===== src/rtl/sp1_seq_sub.sv =====
// Multi-cycle unsigned subtractor: y = (a - b) mod 2^DW, bo = (a < b), computed
// SW bits per clock with a rippled borrow, behind a valid/ready request/response pair.
//
// Handshake: a request transfers on a rising edge where req_valid && req_ready; a
// response transfers on a rising edge where rsp_valid && rsp_ready. req_ready and
// rsp_valid are pure decodes of the state register. Operands only matter on the
// transfer edge. y/bo are held from DONE entry until the next DONE entry.
module sp1_seq_sub #(
    parameter int DW = 32,
    parameter int SW = 8
) (
    input  logic          clk,
    input  logic          rst,
    input  logic          req_valid,
    output logic          req_ready,
    input  logic [DW-1:0] a,
    input  logic [DW-1:0] b,
    output logic          rsp_valid,
    input  logic          rsp_ready,
    output logic [DW-1:0] y,
    output logic          bo,
    output logic [1:0]    dbg_state
);
    localparam int N  = DW / SW;
    localparam int CW = $clog2(N + 1);

    typedef enum logic [1:0] {
        IDLE = 2'd0,
        RUN  = 2'd1,
        DONE = 2'd2
    } state_t;

    state_t        state_q, state_d;
    logic [DW-1:0] a_q, a_d;
    logic [DW-1:0] b_q, b_d;
    logic [DW-1:0] acc_q, acc_d;
    logic [DW-1:0] y_q, y_d;
    logic          borrow_q, borrow_d;
    logic          bo_q, bo_d;
    logic [CW-1:0] cnt_q, cnt_d;

    logic [SW:0]   step_sum;
    logic [SW-1:0] step_diff;
    logic          step_borrow;
    logic [DW-1:0] diff_ext;
    logic [DW-1:0] acc_shift;
    logic          last_step;

    // One SW-bit slice: the extra top bit of the (SW+1)-bit result is the borrow out.
    assign step_sum    = {1'b0, a_q[SW-1:0]} - {1'b0, b_q[SW-1:0]} - {{SW{1'b0}}, borrow_q};
    assign step_diff   = step_sum[SW-1:0];
    assign step_borrow = step_sum[SW];
    assign diff_ext    = DW'(step_diff);
    assign acc_shift   = (acc_q >> SW) | (diff_ext << (DW - SW));
    assign last_step   = (cnt_q == CW'(N - 1));

    // State register
    always_ff @(posedge clk or posedge rst) begin
        if (rst) begin
            state_q <= IDLE;
        end else begin
            state_q <= state_d;
        end
    end

    // Next-state logic
    always_comb begin
        state_d = state_q;
        case (state_q)
            IDLE:    if (req_valid) state_d = RUN;
            RUN:     if (last_step) state_d = DONE;
            DONE:    if (rsp_ready) state_d = IDLE;
            default: state_d = IDLE;
        endcase
    end

    // Output decode
    always_comb begin
        req_ready = (state_q == IDLE);
        rsp_valid = (state_q == DONE);
        y         = y_q;
        bo        = bo_q;
        dbg_state = state_q;
    end

    // Datapath next-state
    always_comb begin
        a_d      = a_q;
        b_d      = b_q;
        acc_d    = acc_q;
        y_d      = y_q;
        borrow_d = borrow_q;
        bo_d     = bo_q;
        cnt_d    = cnt_q;
        case (state_q)
            IDLE: begin
                if (req_valid) begin
                    a_d      = a;
                    b_d      = b;
                    acc_d    = '0;
                    borrow_d = 1'b0;
                    cnt_d    = '0;
                end
            end
            RUN: begin
                a_d      = a_q >> SW;
                b_d      = b_q >> SW;
                acc_d    = acc_shift;
                borrow_d = step_borrow;
                cnt_d    = cnt_q + CW'(1);
                // Publish only on completion so y/bo keep the previous result meanwhile.
                if (last_step) begin
                    y_d  = acc_shift;
                    bo_d = step_borrow;
                end
            end
            default: ;
        endcase
    end

    // Datapath registers
    always_ff @(posedge clk or posedge rst) begin
        if (rst) begin
            a_q      <= '0;
            b_q      <= '0;
            acc_q    <= '0;
            y_q      <= '0;
            borrow_q <= 1'b0;
            bo_q     <= 1'b0;
            cnt_q    <= '0;
        end else begin
            a_q      <= a_d;
            b_q      <= b_d;
            acc_q    <= acc_d;
            y_q      <= y_d;
            borrow_q <= borrow_d;
            bo_q     <= bo_d;
            cnt_q    <= cnt_d;
        end
    end

endmodule

===== config.mk =====
export PLATFORM = sky130hd
export DESIGN_NAME = sp1_seq_sub
export DESIGN_NICKNAME = d
export VERILOG_FILES = /design/src/rtl/sp1_seq_sub.sv
export SDC_FILE = /design/constraint.sdc
export NUM_CORES = 1
export LEC_CHECK = 0
export CORE_ASPECT_RATIO = 0.8
export CORE_MARGIN = 4
export CORE_UTILIZATION = 40
export CTS_BUF_LIST = sky130_fd_sc_hd__clkbuf_8
export CTS_CLUSTER_DIAMETER = 120
export DETAILED_ROUTE_END_ITERATION = 6
export PLACE_DENSITY = 0.71
export SLEW_MARGIN = 20
export SYNTH_ARGS = -nofsm -noshare
export SYNTH_HDL_FRONTEND = slang
export SYNTH_SLANG_ARGS = --single-unit

===== constraint.sdc =====
create_clock -name clk -period 7.56 [get_ports clk]
set_input_delay 1.512 -clock clk [delete_from_list [all_inputs] [get_ports clk]]
set_output_delay 1.512 -clock clk [all_outputs]
set_load 0.02 [all_outputs]

; ---- After elaboration in Yosys (flattened, before gate mapping)
; Index checks and enable logic that the tools add are counted.
; W data, S select, Z words.
[word_totals]
ff_bits = 135
output_inout_bits = 37
elab_cells = 37
[classes]
addsub = 3
eq_ne = 6
muxes = 14
bitwise_logic = 1
n_reduce_logical = 5
[op_table]
columns = operator, n
row1 = $pmux W32 S2, 3
row2 = $mux W32, 3
row3 = $or A24 B32 Y32, 1
row4 = $sub A8 B8 Y9, 1
row5 = $sub A9 B1 Y9, 1
row6 = $mux W2, 3
row7 = $pmux W2 S3, 1
row8 = $pmux W3 S2, 1
row9 = $ne A2 B2 Y1 const B, 2
row10 = $reduce_and A2 Y1, 2
row11 = $add A3 B1 Y3 const B, 1
row12 = $eq A3 B2 Y1 const B, 1
row13 = $mux W3, 1
row14 = $reduce_and A3 Y1, 1
row15 = $eq A2 B1 Y1 const B, 1
row16 = $eq A2 B2 Y1 const B, 1
row17 = $logic_not A2 Y1, 1
row18 = $ne A2 B1 Y1 const B, 1
row19 = $pmux W1 S2, 1
row20 = $reduce_bool A2 Y1, 1
row21 = $mux W1, 1

; ---- Depth between registers and ports, before layout
; Gate-level depths: netlist of run 1.
[depth]
depth_word = 4
ltp_mapped = 9
mapped_depth_nobuf = 9

; ---- Worst setup path after synthesis of run 1
; OpenSTA, ideal clock, no wires.
[synth_timing]
kind = register to output
start = register state_q[1] (netlist: dbg_state[1])
end = output req_ready
t_arrival_ns = 1.256
slack_ns = 4.792
path_stages_with_launch = 5
path_buffers = 3
cell_sequence = dfrtp_1 > buf_2 > buf_2 > buf_2 > nor2_1
[synth_between]
elab_chain_cells = 1
[synth_rtl]
columns = item, line_no
row1 = from (decl), 33  ; state_t state_q, state_d;
row2 = from (signal assigned), 62  ; state_q <= state_d;
row3 = $logic_not A2 Y1, 79  ; req_ready = (state_q == IDLE);
row4 = to (decl), 15  ; output logic req_ready,
; No other way between the ends.

; ---- Final worst setup path of run 1
[layout_timing]
start = register state_q[1] (netlist: dbg_state[1])
end = output rsp_valid
[layout_between]
elab_chain_cells = 1
[layout_rtl]
columns = item, line_no
row1 = $eq A2 B2 Y1, 80  ; rsp_valid = (state_q == DONE);
row2 = to (decl), 18  ; output logic rsp_valid,
; No other way between the ends.

==> results of run 1 <==
flip-flops by register name, summed over array words and instances, names as in the netlist:
signal	cells
a_q	32
b_q	32
y	32
acc_q	24
cnt_q	3
dbg_state	2
bo	1
borrow_q	1
power breakdown:
part           switching [mW]  internal (mW)  total [mW]  leakage [nW]
clock network           0.251          0.275       0.526         0.191
logic                   0.816          0.652        1.47          1.39
registers               0.190          0.955        1.15          1.65
worst max-delay path: stages, from the launching register on:
cell	delay, ps
dfrtp_2	340
buf_4	500
nand2b_1	140
inv_1	80
clkdlybuf4s50_1	610
metal layers:
metal / vias to the layer above / part of all wire, %
met4: 0 / 1.5
met1: 2245 / 46
met2: 121 / 47
met5: - / 0
met3: 17 / 4.7
li1: 2086 / -
per-stage QoR:
step                      setup slack, ps  hold WS, ps  cell area, um^2  total power, mW  instances
after CTS                            3876        488.7             7318            3.146        812
final                                3938        486.4             7373            3.140        814
after global routing                 3802        507.1             7373            3.374        814
after detailed placement             3765        472.7             6968            2.606        782
after floorplan                      2664        449.8             5836            2.111        529
after global placement               3886        462.3             6968            2.545        782
kinds of logic after synthesis:
| family | Yosys count |
|---|---|
| AOI/OAI and AO/OA | 211 |
| DFF | 127 |
| and+or+nand+nor | 77 |
| buffers and inverters | 64 |
| muxes | 25 |
| adders and majority gates | 18 |
| xor gates and xnor gates | 7 |
Yosys cell counts (all sizes together) (2+ instances only):
library cell,n
xnor2,5
dfrtp,127
nand2,23
a21oi,42
fa,2
a22oi,48
a2bb2oi,8
ha,16
nand2b,3
xor2,2
a22o,34
mux2,25
nor2,5
buf,24
o21ai,70
o211ai,3
clkbuf,15
nor2b,42
inv,25
path summary, 6_finish.rpt:
| check | endpoint | slack [ps] | cells after the start |
|---|---|---|---|
| worst min register to register | y[28] | 490 | 2 |
| worst min-delay path | y[28] | 490 | 2 |
| worst max-delay path | rsp_valid | 3940 | 4 |
| max in group asynchronous | b_q[0] | 4650 | 3 |
| min in group asynchronous | y[5] | 1510 | 2 |
| worst max register to register | acc_q[31] | 5140 | 8 |
layout by cell type, fill, tap and decap left out, types with 2 or more instances in the layout:
cell               n
nand2b_1           3
mux2_2             2
o21ai_0           70
a22o_1            34
mux2_1            23
clkdlybuf4s50_1  103
a21oi_1           42
xnor2_1            5
ha_1              16
clkinv_2           3
xor2_1             2
nand2_1           22
clkbuf_8          20
nor2_1             4
buf_4              4
fa_1               2
nor2b_1           40
buf_16             2
nor2b_4            2
a2bb2oi_1          8
inv_1             28
o211ai_1           3
clkinvlp_4         2
dfrtp_1          126
a22oi_1           48
final cells by class:
type	instances	area share [%]
Sequential cell	127	43.12
Multi-Input combinational cell	338	32.50
Timing Repair Buffer	110	15.20
Clock buffer	20	3.733
Tap cell	184	3.122
Inverter	25	1.307
Clock inverter	10	1.018
==> impl_metrics.py, run 1 <==
metrics = {
    "floorplanning": {
        "ios": 105,
        "coreArea_mm2": 0.01430,
        "die_h_um": 116.0,
        "num_rows": 39,
        "start_util_pct": 40.82,
        "die_area_mm2": 0.01660,
        "die_w_um": 143.0,
    },
    "synthesis": {
        "synth_xor_xnor_area_share_pct": 1.051,
        "syn_avg_cell_area_um2": 11.03,
        "synth_top_family_by_area": "compound AO/OA/AOI/OAI gates",
        "synth.yosys.seq_area_share_pct": 54.46,
        "synth_top_area_cell": "dfrtp_1",
        "yosys-top-cells-area": "dfrtp_1 54%, a22oi_1 6.2%, o21ai_0 6.0%",
        "synth_enable_flop_cells": 0,
        "synthMuxAreaShare_pct": 4.824,
        "syn-num-nets": 615,
        "yosys_warnings": 0,
        "netlist_area_mm2": 0.005836,
        "async_reset_ff_share_pct": 100.0,
        "synthSimpleGateAreaFrac_pct": 7.440,
        "synthAdderAreaFrac_pct": 4.117,
        "synth_top_area_share_pct": 54.46,
        "synth_ff_type": "dfrtp_1",
        "synthDistinctLibCells": 35,
        "synth_seq_cells": 127,
        "synth_compound_area_share_pct": 23.37,
        "synth_cells": 529,
    },
    "cts": {
        "cts_hold_buf": 0,
        "cts_num_sinks": 127,
        "clk_pin_slew_ps": 70,
        "clockBufferDepth": 2,
        "postCtsSetupRepairBufs": 0,
        "cts_buffers": 17,
        "htreeDepth": 4,
        "ctsResizeCount": 0,
        "cts_tree": "built",
        "clockRootBuffer": "clkbuf_8",
        "clock_latency_ps": 440,
    },
    "global_route": {
        "met1_usage_pct": 25.70,
        "grt_pass1_vias": 4481,
        "grt_antenna_before_repair": 0,
        "grt_busiest_layer": "met2",
        "overflow": 0,
        "grtUsageMet2_pct": 27.19,
        "met3_usage_pct": 4.455,
        "grt_max_degree": 76,
        "grt_usage_pct": 18.00,
        "grt_first_pass_wirelength_um": 23470,
    },
    "timing": {
        "drv_slew": 0,
        "max_freq_ghz": 0.2761,
        "period_share_pct": 47.92,
        "hold_violations": 0,
        "setup_viol": 0,
        "rsz0062_at_grt": "false",
        "worst_slew_pin_slew_ps": 981.8,
        "setup-tns-final_ps": 0,
        "min_period_ps": 3622,
        "finClkSkew_ps": 10.23,
        "slew_headroom_pct": 34.55,
    },
    "power": {
        "power_density_mw_per_mm2": 425.8,
        "total_leakage_power_nw": 3.233,
        "vdd_drop_max_uv": 209.3,
    },
    "layout": {
        "drive_above_1_share_pct": 6.984,
        "num_antenna_cells": 0,
        "utilization_pct": 51.57,
        "fin_nets": 705,
        "syn_to_final_growth_pct": 26.35,
        "multi_input_area_mm2": 0.002396,
        "fillers": 1232,
        "final-seq-area_mm2": 0.003179,
    },
    "drt": {
        "wire_per_inst_um": 17.84,
        "vias": 4469,
        "vias_per_cell": 5.490,
        "dr.pass1.iters": 5,
        "finalWirelength_um": 14520,
        "drt_iter0_drc": 322,
        "route.detailed.drc": 0,
        "antenna_left": 0,
    },
    "hold_path": {
        "hold_start": "y[28]",
        "hp-class": "reg2reg",
    },
    "job": {
        "max_cap_viol_count": 0,
    },
    "critical_path": {
        "crit_path_max_fanout": 56,
        "end_kind": "output port",
        "critPathKind": "reg2out",
        "cp.arrival_ps": 2110,
        "required_ps": 6050,
        "crit_path_start": "dbg_state[1]",
        "timing.rr.start": "a_q[0]",
        "cp-start-kind": "register",
    },
    "place": {
        "gp_congestion": 0.8450,
        "dp_hpwl_um": 9514,
        "portBuffers": 104,
    },
    "status": {
        "status": "finished clean",
    },
}
No activity file was read; power rests on OpenSTA's default activity.
==> run 2, diff against run 1 <==
Clock period 7.56 ns to 3.4 ns, I/O delays scaled along.
==> impl_metrics.py, run 2 (same netlist as run 1, synthesis figures left out) <==
metrics = {
    "status": {
        "status": "finished clean",
    },
    "timing": {
        "setup_viol": 0,
        "setup-tns-final_ps": 0,
        "finClkSkew_ps": 7.871,
        "min_period_ps": 2578,
        "period_share_pct": 75.82,
        "worst_slew_pin_slew_ps": 923.9,
        "holdWs_ps": 484.6,
        "drv_slew": 0,
        "hold_violations": 0,
        "max_freq_ghz": 0.3879,
        "rsz0062_at_grt": "false",
        "setup_slack_ps": 822.0,
        "slew_headroom_pct": 38.28,
    },
    "critical_path": {
        "slowest_delay_ps": 590,
        "path_cells": "nand2b_1 -> inv_1 -> clkdlybuf4s50_1",
        "required_ps": 2720,
        "critical-path-top-delay-family": "buffers and inverters",
        "cp.buffers_inverters": 2,
        "cp_slowest_cell": "clkdlybuf4s50_1",
        "cp.arrival_ps": 1900,
        "end_kind": "output port",
        "crit_path_max_fanout": 15,
        "critPathKind": "reg2out",
        "cp-start-kind": "register",
    },
    "job": {
        "max_cap_viol_count": 0,
    },
    "global_route": {
        "grt_pass1_vias": 4562,
        "grt_max_degree": 67,
        "overflow": 0,
        "grt_first_pass_wirelength_um": 23760,
        "grt_usage_pct": 18.25,
        "grt_antenna_before_repair": 0,
    },
    "drt": {
        "antenna_left": 0,
        "wire_per_inst_um": 17.79,
        "vias": 4445,
        "route.detailed.drc": 0,
        "dr.pass1.iters": 5,
        "finalWirelength_um": 14550,
        "drt_iter0_drc": 392,
        "vias_per_cell": 5.434,
    },
    "cts": {
        "ctsResizeCount": 0,
        "clock_latency_ps": 430,
        "htreeDepth": 4,
        "clockRootBuffer": "clkbuf_8",
        "cts_buffers": 17,
        "cts_num_sinks": 127,
        "clockBufferDepth": 2,
        "postCtsSetupRepairBufs": 0,
        "cts_hold_buf": 0,
        "cts_tree": "built",
        "clk_pin_slew_ps": 70,
    },
    "layout": {
        "final_cell_mix": "126 x dfrtp_1, 103 x clkdlybuf4s50_1, 70 x o21ai_0, 48 x a22oi_1, 42 x a21oi_1",
        "fillers": 1230,
        "layout_commonest_cell": "dfrtp_1",
        "fin_nets": 707,
        "num_antenna_cells": 0,
        "drive_above_1_share_pct": 7.729,
        "multi_input_area_mm2": 0.002396,
        "fin_cells": 818,
        "final-seq-area_mm2": 0.003179,
        "syn_to_final_growth_pct": 26.84,
    },
    "floorplanning": {
        "coreArea_mm2": 0.01430,
        "die_h_um": 116.0,
        "start_util_pct": 40.82,
        "ios": 105,
        "die_w_um": 143.0,
        "num_rows": 39,
        "die_area_mm2": 0.01660,
    },
    "place": {
        "place_ws_ps": 1112,
        "gp_congestion": 0.8426,
        "dp_hpwl_um": 9969,
        "placedCellCount": 786,
        "portBuffers": 104,
    },
    "power": {
        "vdd_drop_max_uv": 465.5,
        "power_density_mw_per_mm2": 940.6,
        "power_mw": 6.962,
        "total_leakage_power_nw": 3.249,
    },
    "hold_path": {
        "hp-class": "reg2reg",
    },
}
run 2: power by group:
part	internal (mW)	leakage (nW)	switching [mW]	total [mW]
clock network	0.649	0.208	0.557	1.21
registers	2.12	1.65	0.474	2.60
logic	1.42	1.39	1.74	3.16
total	4.19	3.25	2.77	6.96
run 2: path summary, 6_finish.rpt:
path	cells past startpoint	slack [ps]	to	from
min reg2reg	2	480	cnt_q[2]	cnt_q[2]
min in group asynchronous	2	780	y[6]	rst
max	3	820	rsp_valid	dbg_state[0]
max reg2reg	7	1080	y[30]	a_q[0]
min	2	480	cnt_q[2]	cnt_q[2]
max in group asynchronous	3	1860	dbg_state[1]	rst
run 2: per-layer routing:
layer / track usage (%) / wire (um)
met1: 25.30 / 6696
met2: 27.91 / 6867
met3: 4.744 / 725
met4: 6.586 / 262
met5: 0 / 0
run 2: per-stage QoR:
step | instance area, um^2 | utilization, %
3_5_place_dp | 7024 | 49.13
2_1_floorplan | 5839 | -
5_1_grt | 7402 | 51.77
6_report | 7402 | 51.77
4_1_cts | 7402 | 51.77
3_3_place_gp | 7024 | 49.13
run 2: worst register-to-register path, delay by kind of cell (launching register included):
family / cells / cell delay, ps
AO/OA/AOI/OAI: 3 / 400
adder cells (fa/ha/maj): 2 / 880
flip-flops: 1 / 410
XOR/XNOR: 1 / 200
AND/OR/NAND/NOR: 1 / 270
run 2: area by class of cell:
class / instances / share of cell area (%)
Timing Repair Buffer: 112 / 15.15
Clock inverter: 7 / 0.4564
Clock buffer: 25 / 4.648
Tap cell: 184 / 3.110
Inverter: 25 / 1.318
Sequential cell: 127 / 42.95
Multi-Input combinational cell: 338 / 32.37
==> run 3, diff against run 2 <==
Clock period 3.4 ns to 2.7 ns, I/O delays scaled along.
==> impl_metrics.py, run 3 (same netlist as run 1, synthesis figures left out) <==
metrics = {
    "status": {
        "status": "finished clean",
    },
    "timing": {
        "min_period_ps": 2531,
        "slew_headroom_pct": 26.27,
        "worst_slew_pin_slew_ps": 1104,
        "setup-tns-final_ps": 0,
        "hold_violations": 0,
        "rsz0062_at_grt": "false",
        "holdWs_ps": 492.7,
        "setup_viol": 0,
        "period_share_pct": 93.73,
        "drv_slew": 0,
        "finClkSkew_ps": 6.727,
        "max_freq_ghz": 0.3951,
    },
    "critical_path": {
        "required_ps": 2160,
        "end_kind": "output port",
        "critPathKind": "reg2out",
        "crit_path_max_fanout": 23,
        "cp-start-kind": "register",
        "cp.arrival_ps": 1990,
    },
    "power": {
        "total_leakage_power_nw": 3.224,
        "power_density_mw_per_mm2": 1193,
        "vdd_drop_max_uv": 548.6,
    },
    "cts": {
        "clock_latency_ps": 430,
        "clockRootBuffer": "clkbuf_8",
        "cts_buffers": 17,
        "cts_num_sinks": 127,
        "cts_tree": "built",
        "cts_hold_buf": 0,
        "postCtsSetupRepairBufs": 0,
        "ctsResizeCount": 0,
        "clockBufferDepth": 2,
        "htreeDepth": 4,
        "clk_pin_slew_ps": 70,
    },
    "global_route": {
        "grt_max_degree": 67,
        "grt_pass1_vias": 4535,
        "grt_first_pass_wirelength_um": 23960,
        "grt_antenna_before_repair": 0,
        "overflow": 0,
        "grt_usage_pct": 18.22,
    },
    "floorplanning": {
        "start_util_pct": 40.82,
        "die_area_mm2": 0.01660,
        "die_w_um": 143.0,
        "die_h_um": 116.0,
        "coreArea_mm2": 0.01430,
        "ios": 105,
        "num_rows": 39,
    },
    "layout": {
        "fillers": 1228,
        "drive_above_1_share_pct": 8.057,
        "fin_area_mm2": 0.007400,
        "num_antenna_cells": 0,
        "final_cell_mix": "126 x dfrtp_1, 103 x clkdlybuf4s50_1, 70 x o21ai_0, 48 x a22oi_1, 42 x a21oi_1",
        "fin_nets": 708,
        "syn_to_final_growth_pct": 26.80,
        "layout_commonest_cell": "dfrtp_1",
        "fin_cells": 817,
    },
    "drt": {
        "drt_iter0_drc": 345,
        "vias": 4547,
        "antenna_left": 0,
        "finalWirelength_um": 14610,
        "wire_per_inst_um": 17.88,
        "route.detailed.drc": 0,
        "vias_per_cell": 5.565,
        "dr.pass1.iters": 5,
    },
    "job": {
        "max_cap_viol_count": 0,
    },
    "place": {
        "placedCellCount": 786,
        "placed_cell_area_mm2": 0.007024,
        "dp_hpwl_um": 9920,
        "gp_congestion": 0.8541,
        "portBuffers": 104,
    },
    "hold_path": {
        "hp-class": "reg2reg",
    },
}
## run 3: changes by cell type in the layout (fill, tap and decap cells not counted), sizes merged
cell | previous run | this run
buf | 9 | 10
bufinv | 0 | 1
clkbuf | 25 | 19
clkinv | 3 | 6
clkinvlp | 2 | 5
inv | 27 | 24
## run 3: final timing paths
check                      cells past startpoint  slack [ps]   endpoint    startpoint
max in group asynchronous                      3        1810    b_q[15]           rst
min in group asynchronous                      3         580      y[13]           rst
min                                            2         490      y[29]         y[29]
max                                            2         170  req_ready  dbg_state[1]
min reg2reg                                    2         490      y[29]         y[29]
max reg2reg                                    7         370      y[30]        a_q[0]
## run 3: metrics by stage
step	setup WS, ps	power (mW)	util [%]
global placement	477.2	7.162	49.13
global route	103.5	9.500	51.75
finish	169.2	8.829	51.75
floorplan	585.9	5.912	-
detailed placement	387.4	7.332	49.13
CTS	176.5	8.860	51.61
## run 3: cell type report
type	count	area [um^2]	area share, %
clock inverters	11	93.84	1.268
multi-input cells	338	2396	32.38
repair buffers	113	1141	15.42
flip-flops and latches	127	3179	42.97
inverters	25	97.59	1.319
well taps	184	230.2	3.111
clock buffers	19	261.5	3.534
## run 3: report_power, final
group	switching, mW	total (mW)	internal [mW]
clock network	0.742	1.50	0.757
registers	0.588	3.26	2.67
logic	2.25	4.07	1.82
total	3.58	8.83	5.25
## run 3: critical path, stage by stage (launching register included)
cell and delay, ps:
dfrtp_2 610, nor2_1 290, clkdlybuf4s50_1 660
## run 3: routing by layer
| metal | global-route usage [%] | vias up | wire, um |
|---|---|---|---|
| li1 | - | 2089 | - |
| met1 | 25.54 | 2300 | 6525 |
| met2 | 28.63 | 139 | 7069 |
| met3 | 3.960 | 19 | 777 |
| met4 | 5.510 | 0 | 236 |
| met5 | 0 | - | 0 |
